[config.mk]
export PLATFORM = sky130hd
export DESIGN_NAME = vga_sync_timing_flat
export DESIGN_NICKNAME = d
export VERILOG_FILES = /design/src/rtl/vga_sync_timing_pkg.sv /design/src/rtl/vga_sync_timing_if.sv /design/src/rtl/vga_delay_line.sv /design/src/rtl/vga_sync_timing.sv /design/src/flat_wrapper.sv
export SDC_FILE = /design/constraint.sdc
export NUM_CORES = 1
export LEC_CHECK = 0
export BUFFER_PORTS_ARGS = -buffer_cell sky130_fd_sc_hd__buf_2
export CORE_MARGIN = 4
export CORE_UTILIZATION = 35
export DETAILED_ROUTE_END_ITERATION = 10
export SLEW_MARGIN = 10
export SYNTH_ARGS = -nofsm -noshare
export SYNTH_HDL_FRONTEND = slang
export SYNTH_HIERARCHICAL = 1
export SYNTH_SLANG_ARGS = --single-unit
[constraint.sdc]
create_clock -name i_Clk -period 2.1 [get_ports i_Clk]
set_clock_uncertainty 0.1 [all_clocks]
set_input_delay 0.21 -clock i_Clk [delete_from_list [all_inputs] [get_ports i_Clk]]
set_output_delay 0.21 -clock i_Clk [all_outputs]
set_load 0.01 [all_outputs]
[src/rtl/vga_sync_timing_pkg.sv]
// Shared 640x480@60 raster constants and types for the
// VGA timing slice.
package vga_timing_pkg;

    localparam int COORD_W  = 12;
    localparam int COLOUR_W = 3;
    localparam int MAX_PIPE = 7;

    localparam int DEF_H_ACTIVE = 640;
    localparam int DEF_H_FP     = 16;
    localparam int DEF_H_SYNC   = 96;
    localparam int DEF_H_BP     = 48;
    localparam int DEF_V_ACTIVE = 480;
    localparam int DEF_V_FP     = 10;
    localparam int DEF_V_SYNC   = 2;
    localparam int DEF_V_BP     = 33;

    localparam int H_TOTAL =
        DEF_H_ACTIVE + DEF_H_FP + DEF_H_SYNC + DEF_H_BP;
    localparam int V_TOTAL =
        DEF_V_ACTIVE + DEF_V_FP + DEF_V_SYNC + DEF_V_BP;
    localparam int HS_START = DEF_H_ACTIVE + DEF_H_FP;
    localparam int HS_END   = HS_START + DEF_H_SYNC;
    localparam int VS_START = DEF_V_ACTIVE + DEF_V_FP;
    localparam int VS_END   = VS_START + DEF_V_SYNC;

    typedef logic [COORD_W-1:0]  coord_t;
    typedef logic [COLOUR_W-1:0] colour_t;

    typedef struct packed {
        logic active;
        logic hs;
        logic vs;
    } sync_t;

endpackage

[src/rtl/vga_sync_timing_if.sv]
// Pixel-side bus: coordinates out to the colour logic,
// colour back in from it.
interface vga_sync_timing_if;
    import vga_timing_pkg::*;

    coord_t  o_X;
    coord_t  o_Y;
    logic    o_Active;
    logic    o_Line_Start;
    logic    o_Frame_Start;
    colour_t i_Red;
    colour_t i_Grn;
    colour_t i_Blu;

    modport master (
        output o_X, o_Y, o_Active,
        output o_Line_Start, o_Frame_Start,
        input  i_Red, i_Grn, i_Blu
    );

    modport slave (
        input  o_X, o_Y, o_Active,
        input  o_Line_Start, o_Frame_Start,
        output i_Red, i_Grn, i_Blu
    );

endinterface

[src/rtl/vga_delay_line.sv]
// Clearable shift register; DEPTH=0 degenerates to a wire.
module vga_delay_line #(
    parameter int WIDTH = 3,
    parameter int DEPTH = 2
) (
    input  logic             i_Clk,
    input  logic             w_Reset,
    input  logic [WIDTH-1:0] d,
    output logic [WIDTH-1:0] q
);

    if (DEPTH == 0) begin : g_wire
        logic unused_ctl;
        assign unused_ctl = ^{i_Clk, w_Reset};
        assign q = d;
    end else begin : g_sr
        logic [WIDTH-1:0] sr [DEPTH];

        always_ff @(posedge i_Clk) begin
            if (w_Reset) begin
                for (int i = 0; i < DEPTH; i++)
                    sr[i] <= '0;
            end else begin
                sr[0] <= d;
                for (int i = 1; i < DEPTH; i++)
                    sr[i] <= sr[i-1];
            end
        end

        assign q = sr[DEPTH-1];
    end

endmodule

[src/rtl/vga_sync_timing.sv]
// Raster counters, sync decode and the colour/sync output
// register re-aligned to the downstream colour latency.
module vga_sync_timing
    import vga_timing_pkg::*;
#(
    parameter int H_ACTIVE   = DEF_H_ACTIVE,
    parameter int H_FP       = DEF_H_FP,
    parameter int H_SYNC     = DEF_H_SYNC,
    parameter int H_BP       = DEF_H_BP,
    parameter int V_ACTIVE   = DEF_V_ACTIVE,
    parameter int V_FP       = DEF_V_FP,
    parameter int V_SYNC     = DEF_V_SYNC,
    parameter int V_BP       = DEF_V_BP,
    parameter bit SYNC_POL   = 1'b0,
    parameter int PIPE_DELAY = 2
) (
    input  logic               i_Clk,
    input  logic               w_Reset,
    vga_sync_timing_if.master  pix,
    output logic               o_VGA_HSync,
    output logic               o_VGA_VSync,
    output colour_t            o_VGA_Red,
    output colour_t            o_VGA_Grn,
    output colour_t            o_VGA_Blu
);

    localparam int LINE_CLKS =
        H_ACTIVE + H_FP + H_SYNC + H_BP;
    localparam int FRAME_LINES =
        V_ACTIVE + V_FP + V_SYNC + V_BP;

    localparam coord_t H_LAST = coord_t'(LINE_CLKS - 1);
    localparam coord_t V_LAST = coord_t'(FRAME_LINES - 1);
    localparam coord_t H_ACT  = coord_t'(H_ACTIVE);
    localparam coord_t V_ACT  = coord_t'(V_ACTIVE);
    localparam coord_t HS_LO  = coord_t'(H_ACTIVE + H_FP);
    localparam coord_t HS_HI  = coord_t'(H_ACTIVE + H_FP + H_SYNC);
    localparam coord_t VS_LO  = coord_t'(V_ACTIVE + V_FP);
    localparam coord_t VS_HI  = coord_t'(V_ACTIVE + V_FP + V_SYNC);

    if (LINE_CLKS > 4095 || FRAME_LINES > 4095) begin : g_bad_total
        $error("vga_sync_timing: total exceeds 12-bit counter");
    end

    if (PIPE_DELAY < 0 || PIPE_DELAY > MAX_PIPE) begin : g_bad_pipe
        $error("vga_sync_timing: PIPE_DELAY out of range");
    end

    coord_t h_cnt;
    coord_t v_cnt;

    always_ff @(posedge i_Clk) begin
        if (w_Reset) begin
            h_cnt <= '0;
            v_cnt <= '0;
        end else if (h_cnt == H_LAST) begin
            h_cnt <= '0;
            v_cnt <= (v_cnt == V_LAST) ? '0 : v_cnt + 1'b1;
        end else begin
            h_cnt <= h_cnt + 1'b1;
        end
    end

    sync_t raw;
    sync_t dly;

    always_comb begin
        raw        = '0;
        raw.active = (h_cnt < H_ACT) && (v_cnt < V_ACT);
        raw.hs     = (h_cnt >= HS_LO) && (h_cnt < HS_HI);
        raw.vs     = (v_cnt >= VS_LO) && (v_cnt < VS_HI);
    end

    assign pix.o_X           = h_cnt;
    assign pix.o_Y           = v_cnt;
    assign pix.o_Active      = raw.active;
    assign pix.o_Line_Start  = (h_cnt == '0);
    assign pix.o_Frame_Start = (h_cnt == '0) && (v_cnt == '0);

    vga_delay_line #(
        .WIDTH ($bits(sync_t)),
        .DEPTH (PIPE_DELAY)
    ) u_dly (
        .i_Clk   (i_Clk),
        .w_Reset (w_Reset),
        .d       (raw),
        .q       (dly)
    );

    // Colour arrives PIPE_DELAY late, so it is sampled here
    // alongside the equally delayed timing flags.
    always_ff @(posedge i_Clk) begin
        if (w_Reset) begin
            o_VGA_HSync <= ~SYNC_POL;
            o_VGA_VSync <= ~SYNC_POL;
            o_VGA_Red   <= '0;
            o_VGA_Grn   <= '0;
            o_VGA_Blu   <= '0;
        end else begin
            o_VGA_HSync <= dly.hs ? SYNC_POL : ~SYNC_POL;
            o_VGA_VSync <= dly.vs ? SYNC_POL : ~SYNC_POL;
            o_VGA_Red   <= dly.active ? pix.i_Red : '0;
            o_VGA_Grn   <= dly.active ? pix.i_Grn : '0;
            o_VGA_Blu   <= dly.active ? pix.i_Blu : '0;
        end
    end

endmodule

[src/flat_wrapper.sv]
// flat-port wrapper written by rule: the top's interface ports become plain ports
module vga_sync_timing_flat import vga_timing_pkg::*;
#(
    parameter int H_ACTIVE   = DEF_H_ACTIVE,
    parameter int H_FP       = DEF_H_FP,
    parameter int H_SYNC     = DEF_H_SYNC,
    parameter int H_BP       = DEF_H_BP,
    parameter int V_ACTIVE   = DEF_V_ACTIVE,
    parameter int V_FP       = DEF_V_FP,
    parameter int V_SYNC     = DEF_V_SYNC,
    parameter int V_BP       = DEF_V_BP,
    parameter bit SYNC_POL   = 1'b0,
    parameter int PIPE_DELAY = 2
)
  (i_Clk, w_Reset, o_VGA_HSync, o_VGA_VSync, o_VGA_Red, o_VGA_Grn, o_VGA_Blu, pix_o_X, pix_o_Y, pix_o_Active, pix_o_Line_Start, pix_o_Frame_Start, pix_i_Red, pix_i_Grn, pix_i_Blu);
  vga_sync_timing_if pix_i ();
  input  logic i_Clk;
  input  logic w_Reset;
  output logic o_VGA_HSync;
  output logic o_VGA_VSync;
  output colour_t o_VGA_Red;
  output colour_t o_VGA_Grn;
  output colour_t o_VGA_Blu;
  output wire logic [$bits(pix_i.o_X)-1:0] pix_o_X;
  output wire logic [$bits(pix_i.o_Y)-1:0] pix_o_Y;
  output wire logic [$bits(pix_i.o_Active)-1:0] pix_o_Active;
  output wire logic [$bits(pix_i.o_Line_Start)-1:0] pix_o_Line_Start;
  output wire logic [$bits(pix_i.o_Frame_Start)-1:0] pix_o_Frame_Start;
  input wire logic [$bits(pix_i.i_Red)-1:0] pix_i_Red;
  input wire logic [$bits(pix_i.i_Grn)-1:0] pix_i_Grn;
  input wire logic [$bits(pix_i.i_Blu)-1:0] pix_i_Blu;
  assign pix_o_X = pix_i.o_X;
  assign pix_o_Y = pix_i.o_Y;
  assign pix_o_Active = pix_i.o_Active;
  assign pix_o_Line_Start = pix_i.o_Line_Start;
  assign pix_o_Frame_Start = pix_i.o_Frame_Start;
  assign pix_i.i_Red = pix_i_Red;
  assign pix_i.i_Grn = pix_i_Grn;
  assign pix_i.i_Blu = pix_i_Blu;
  vga_sync_timing #(.H_ACTIVE(H_ACTIVE), .H_FP(H_FP), .H_SYNC(H_SYNC), .H_BP(H_BP), .V_ACTIVE(V_ACTIVE), .V_FP(V_FP), .V_SYNC(V_SYNC), .V_BP(V_BP), .SYNC_POL(SYNC_POL), .PIPE_DELAY(PIPE_DELAY)) u_core (.i_Clk(i_Clk), .w_Reset(w_Reset), .pix(pix_i), .o_VGA_HSync(o_VGA_HSync), .o_VGA_VSync(o_VGA_VSync), .o_VGA_Red(o_VGA_Red), .o_VGA_Grn(o_VGA_Grn), .o_VGA_Blu(o_VGA_Blu));
endmodule
---- Word level (Yosys, flattened, before mapping) ----
Memory sizes are Yosys's and may differ from the RTL's.
Cells that the tools add are included.
storage, ports and cells
  output and inout port bits .............. 38
  memories kept ........................... 1
  word-level logic and storage cells ...... 37
  input bits .............................. 11
  RAM bits ................................ 6
  flip-flop bits (word level) ............. 35
operators by class
  add/sub/neg operators ................... 2
  reductions and logical operators ........ 8
  magnitude comparators ................... 6
  mux-type cells .......................... 8
  bitwise gates (word level) .............. 3
  equality and inequality tests ........... 2
memory list
  memory                words  bits a word  rd ports  clocked after Yosys merged registers in  wr ports  line                  text
  u_core.u_dly.g_sr.sr  2      3            2         0                                        2         vga_delay_line.sv:17  logic [WIDTH-1:0] sr [DEPTH];
operator list
  cell                                                                 count
  adder 12 x 1 -> 12 bit, second input constant                        2
  equality test 12 x 10 -> 1 bit, second input constant                2
  zero test 12 bit                                                     2
  < comparator 12 x 10 -> 1 bit, second input constant                 2
  < comparator 12 x 9 -> 1 bit, second input constant                  2
  greater-or-equal comparator 12 x 10 -> 1 bit, second input constant  1
  greater-or-equal comparator 12 x 9 -> 1 bit, second input constant   1
  two-way mux 12 bit                                                   1
  two-way mux 3 bit                                                    2
  two-way mux 1 bit                                                    5
  logical AND 1 bit                                                    4
  OR reduction 2 bit                                                   2
  OR 1 bit                                                             2
  NOT 1 bit                                                            1

---- Longest topological paths before layout ----
  depth after elaboration ................. 3
  gate-level depth with buffers ........... 8
  gate-level depth less buffers ........... 6

---- Hierarchy ----
Netlist, hierarchy kept.
by module, submodules not included
  module           cells each  area an instance (um^2)  instances  sequential area each (um^2)
  vga_sync_timing  174         1,536.5                  1          700.7
  vga_delay_line   15          180.2                    1          120.1

---- Worst setup path before layout ----
OpenSTA, ideal clock, no wires.
  kind .................................... register to register
  start point ............................. reg u_core.h_cnt[0] (netlist: u_core/pix.o_X[0])
  end point ............................... reg u_core.v_cnt[10] (netlist: u_core/pix.o_Y[10])
  buffers on the path ..................... 2
  data required time ...................... 1.875 ns
  arrival ................................. 2.042 ns
  cell stages (with the launch flop) ...... 8
  library setup time ...................... 0.125 ns
  period minus slack after synthesis ...... 2.267 ns
  setup slack ............................. -0.167 ns
  cell sequence ........................... dfxtp_1 -> ha_1 -> nand3_1 -> or4_1 -> clkbuf_2 -> o31ai_1 -> clkbuf_8 -> a21oi_1
on the way
  longest elaborated chain between the ends .. 1
RTL lines
  element                         line                   text
  from (decl)                     vga_sync_timing.sv:49  coord_t h_cnt;
  from (signal assigned)          vga_sync_timing.sv:60  h_cnt <= h_cnt + 1'b1;
  equality test 12 x 10 -> 1 bit  vga_sync_timing.sv:56  end else if (h_cnt == H_LAST) begin
  to (signal assigned)            vga_sync_timing.sv:58  v_cnt <= (v_cnt == V_LAST) ? '0 : v_cnt + 1'b1;
  to (decl)                       vga_sync_timing.sv:50  coord_t v_cnt;
Every way passes these cells.
A chain may end at the register's enable or synchronous reset.

---- Worst setup path after layout ----
  start point ............................. reg u_core.h_cnt[10] (netlist: u_core/pix.o_X[10])
  end point ............................... reg u_core.v_cnt[5] (netlist: u_core/pix.o_Y[5])
Same word-level chain as after synthesis.

==> key figures <==
Timing
  • Post-Route Setup TNS: -0.255 ns
  • F_max: 0.461 GHz
  • Worst slew pin tran: 0.441 ns
  • Final worst slack: -0.0674 ns
  • Endpoints failing hold: 0
  • Tmin final: 2.17 ns
  • Count of final setup violators: 6
  • Tcrit/Tclk final: 103%
  • Slew Viols, Final: 0
  • Unrepaired setup endpoints after global routing: yes
  • Relative slew slack: 70.6%

Power
  • Maximum vdd ir drop: 0.313 mV
  • Tot Pwr: 1.65 mW
  • Pwr/cell area: 639 mW/mm^2
  • Leak: 1.08 nW

Layout
  • Diodes inserted: 0
  • Layout cells sized above 1: 45.0%
  • Final #Nets: 285
  • Area growth from synthesis to layout: 50.4%

Clocking
  • Clk slew on worst S/H paths: 0.09 ns
  • Worst-Skew Late Latency: 0.30 ns
  • TritonCTS Buffers: 5
  • CTS tree: done
  • H-tree depth: 2
  • CTS max path bufs: 2
  • CTS Root Cell: clkbuf_8
  • CTS sink count: 41

Routing
  • Vias: 1,652
  • Pre-antenna DRT Iters: 4
  • DRC violation count after routing: 0
  • Initial DRC count: 86
  • Total Routed Length: 4.54 mm
  • Antenna viol nets, final: 0
  • Via density: 4.89
  • Per-cell routed wire length: 13.4 um

Worst setup path
  • CP arrival: 2.27 ns
  • Worst Path Required: 2.20 ns
  • CP Class: flop to flop
  • Critical path launch point type: flop
  • Worst setup EP type: flop
  • R2R setup slack: -0.07 ns
  • Critical path peak fanout: 6

Yosys
  • Synth async-reset ratio: 0%
  • Cell area after synthesis: 0.00172 mm^2
  • Dominant cell type by area after synthesis: dfxtp_1
  • Syn_nets: 204
  • Syn avg cell area: 9.08 um^2
  • Most numerous cell in the Yosys netlist: dfxtp_1
  • Synth Instances: 189
  • Top cells by area, synth: dfxtp_1, xnor2_1, nor2_1, and2_1, ha_1
  • Predominant post-synthesis flop cell: dfxtp_1
  • YS warnings: 6
  • Sequential-to-total area share from yosys stat: 47.8%
  • EDFF count, synth: 0
  • Yosys top cell area share: 47.8%
  • Yosys cell types: 37
  • Yosys reg bits: 41
  • Top post-synthesis cells by count: dfxtp_1, nor2_1, nand2_1, nand3_1, xnor2_1

Place
  • PortBufs: 48
  • RD Place Congestion: 0.856
  • Hpwl dp: 2.91 mm

Run status
  • Failing checks: setup timing
  • Outcome: finished, violations left

Die
  • Vert. Die Dim: 78.0 um
  • Core footprint: 0.00472 mm^2
  • Die ar.: 0.00609 mm^2
  • Io pins: 49
  • Die W: 78.0 um
  • Initial core utilization: 36.3%
  • Row cnt: 25

Global routing
  • Antenna violations before repair: 0
  • Grt met2 use: 25.0%
  • Largest net degree at the start of global routing: 15
  • Met1 GRT Util: 16.7%
  • First-pass GRT wire length: 6.92 mm
  • Vias in the first global route: 1,493
  • Met3 Usage GRT: 4.36%
  • Total GRT Usage: 14.4%
  • GRT overflow: 0
  • Gr busiest metal: met2

Worst hold path
  • Hold crit path type: input port to flop

Job
  • Max-cap violations: 0
metrics by stage:
stage | cells | hold WS, ns | utilization [%] | area, um^2 | setup slack (ns)
after floorplan | 189 | 0.182 | - | 1750 | -0.0548
after global placement | 317 | 0.249 | 45.7 | 2160 | -0.0894
after detailed placement | 317 | 0.250 | 45.7 | 2160 | -0.108
after CTS | 335 | 0.00252 | 52.2 | 2470 | -0.0540
after global routing | 338 | 0.000122 | 54.6 | 2580 | -0.132
final | 338 | 0.00942 | 54.6 | 2580 | -0.0674
layout make-up:
| type | count | area, um^2 |
|---|---|---|
| clock buffer | 6 | 93.8 |
| clock inverter | 2 | 38.8 |
| fill | 433 | 2140 |
| inverter | 9 | 38.8 |
| multi-input combinational | 132 | 963 |
| sequential | 41 | 835 |
| tap | 67 | 83.8 |
| timing repair buffer | 81 | 528 |
final timing paths:
kind / startpoint / to / depth (start not counted)
worst max register to register: u_core/pix.o_X[10] / u_core/pix.o_Y[5] / 6
worst min-delay path: pix_i_Blu[0] / u_core/o_VGA_Blu[0] / 2
worst max-delay path: u_core/pix.o_X[10] / u_core/pix.o_Y[5] / 6
worst min register to register: u_core/u_dly/g_sr.sr[0][3] / u_core/o_VGA_VSync / 1
sequential cells by signal, summed over array words and instances, names as in the netlist:
| signal | flops |
|---|---|
| u_core/o_VGA_HSync | 1 |
| u_core/o_VGA_Blu | 3 |
| u_core/pix.o_Y | 12 |
| u_core/pix.o_X | 12 |
| u_core/o_VGA_Grn | 3 |
| u_core/o_VGA_VSync | 1 |
| u_core/u_dly/g_sr.sr | 6 |
| u_core/o_VGA_Red | 3 |
cell usage in the layout, fill, tap and decap left out, types with 2 or more instances in the layout:
cell           count
a21oi_1            2
a21oi_2            7
and2_1             9
and3_1             2
buf_2             48
buf_4             21
buf_6              8
clkbuf_8           5
dfxtp_1           34
dfxtp_2            5
dfxtp_4            2
dlygate4sd3_1      4
ha_1               3
inv_1              6
inv_4              2
nand2_1            9
nand3_1            9
nand4_1            5
nor2_1            20
nor2b_1            7
nor3_1             4
nor4_1             4
o21ai_0            4
o21ai_1            3
o31ai_2            2
or3_1              2
or3_4              5
or4_1              3
or4_4              2
xnor2_1           10
power breakdown:
group | leakage, nW | internal (mW) | switching [mW] | total, mW
clock | 0.0669 | 0.431 | 0.294 | 0.725
sequential | 0.336 | 0.786 | 0.00485 | 0.791
combinational | 0.680 | 0.0729 | 0.0601 | 0.133
total | 1.08 | 1.29 | 0.359 | 1.65
timing repair:
action / CTS / global route
setup endpoints to repair: 14 / 23
setup buffers: 5 / 1
gates cloned: 2 / 1
pin swaps: 12 / 3
resized for setup: 21 / 24
endpoints found under the hold margin: 3 / 1
hold buffers: 3 / 1
metal layers:
layer | up-vias | share of wire, % | routed length (um)
li1 | 818 | - | -
met5 | - | 0 | 0
met4 | 0 | 1.8 | 82
met1 | 784 | 42 | 1920
met2 | 41 | 51 | 2310
met3 | 9 | 4.9 | 224
cell families after synthesis:
logic type	synth area share, %
buf+inv	5.61
flops	47.8
xor+xnor	5.61
compound gates	7.43
fa+ha+maj	2.92
mux	0.583
simple gates	30.0
critical path, cell delays in order, from the launching register on:
cell	delay, ns
dfxtp_2	0.33
or3_4	0.39
or4_4	0.58
buf_6	0.16
o31ai_4	0.21
buf_6	0.16
o21ba_4	0.14
Note: power is estimated with default switching activity, not from simulation.
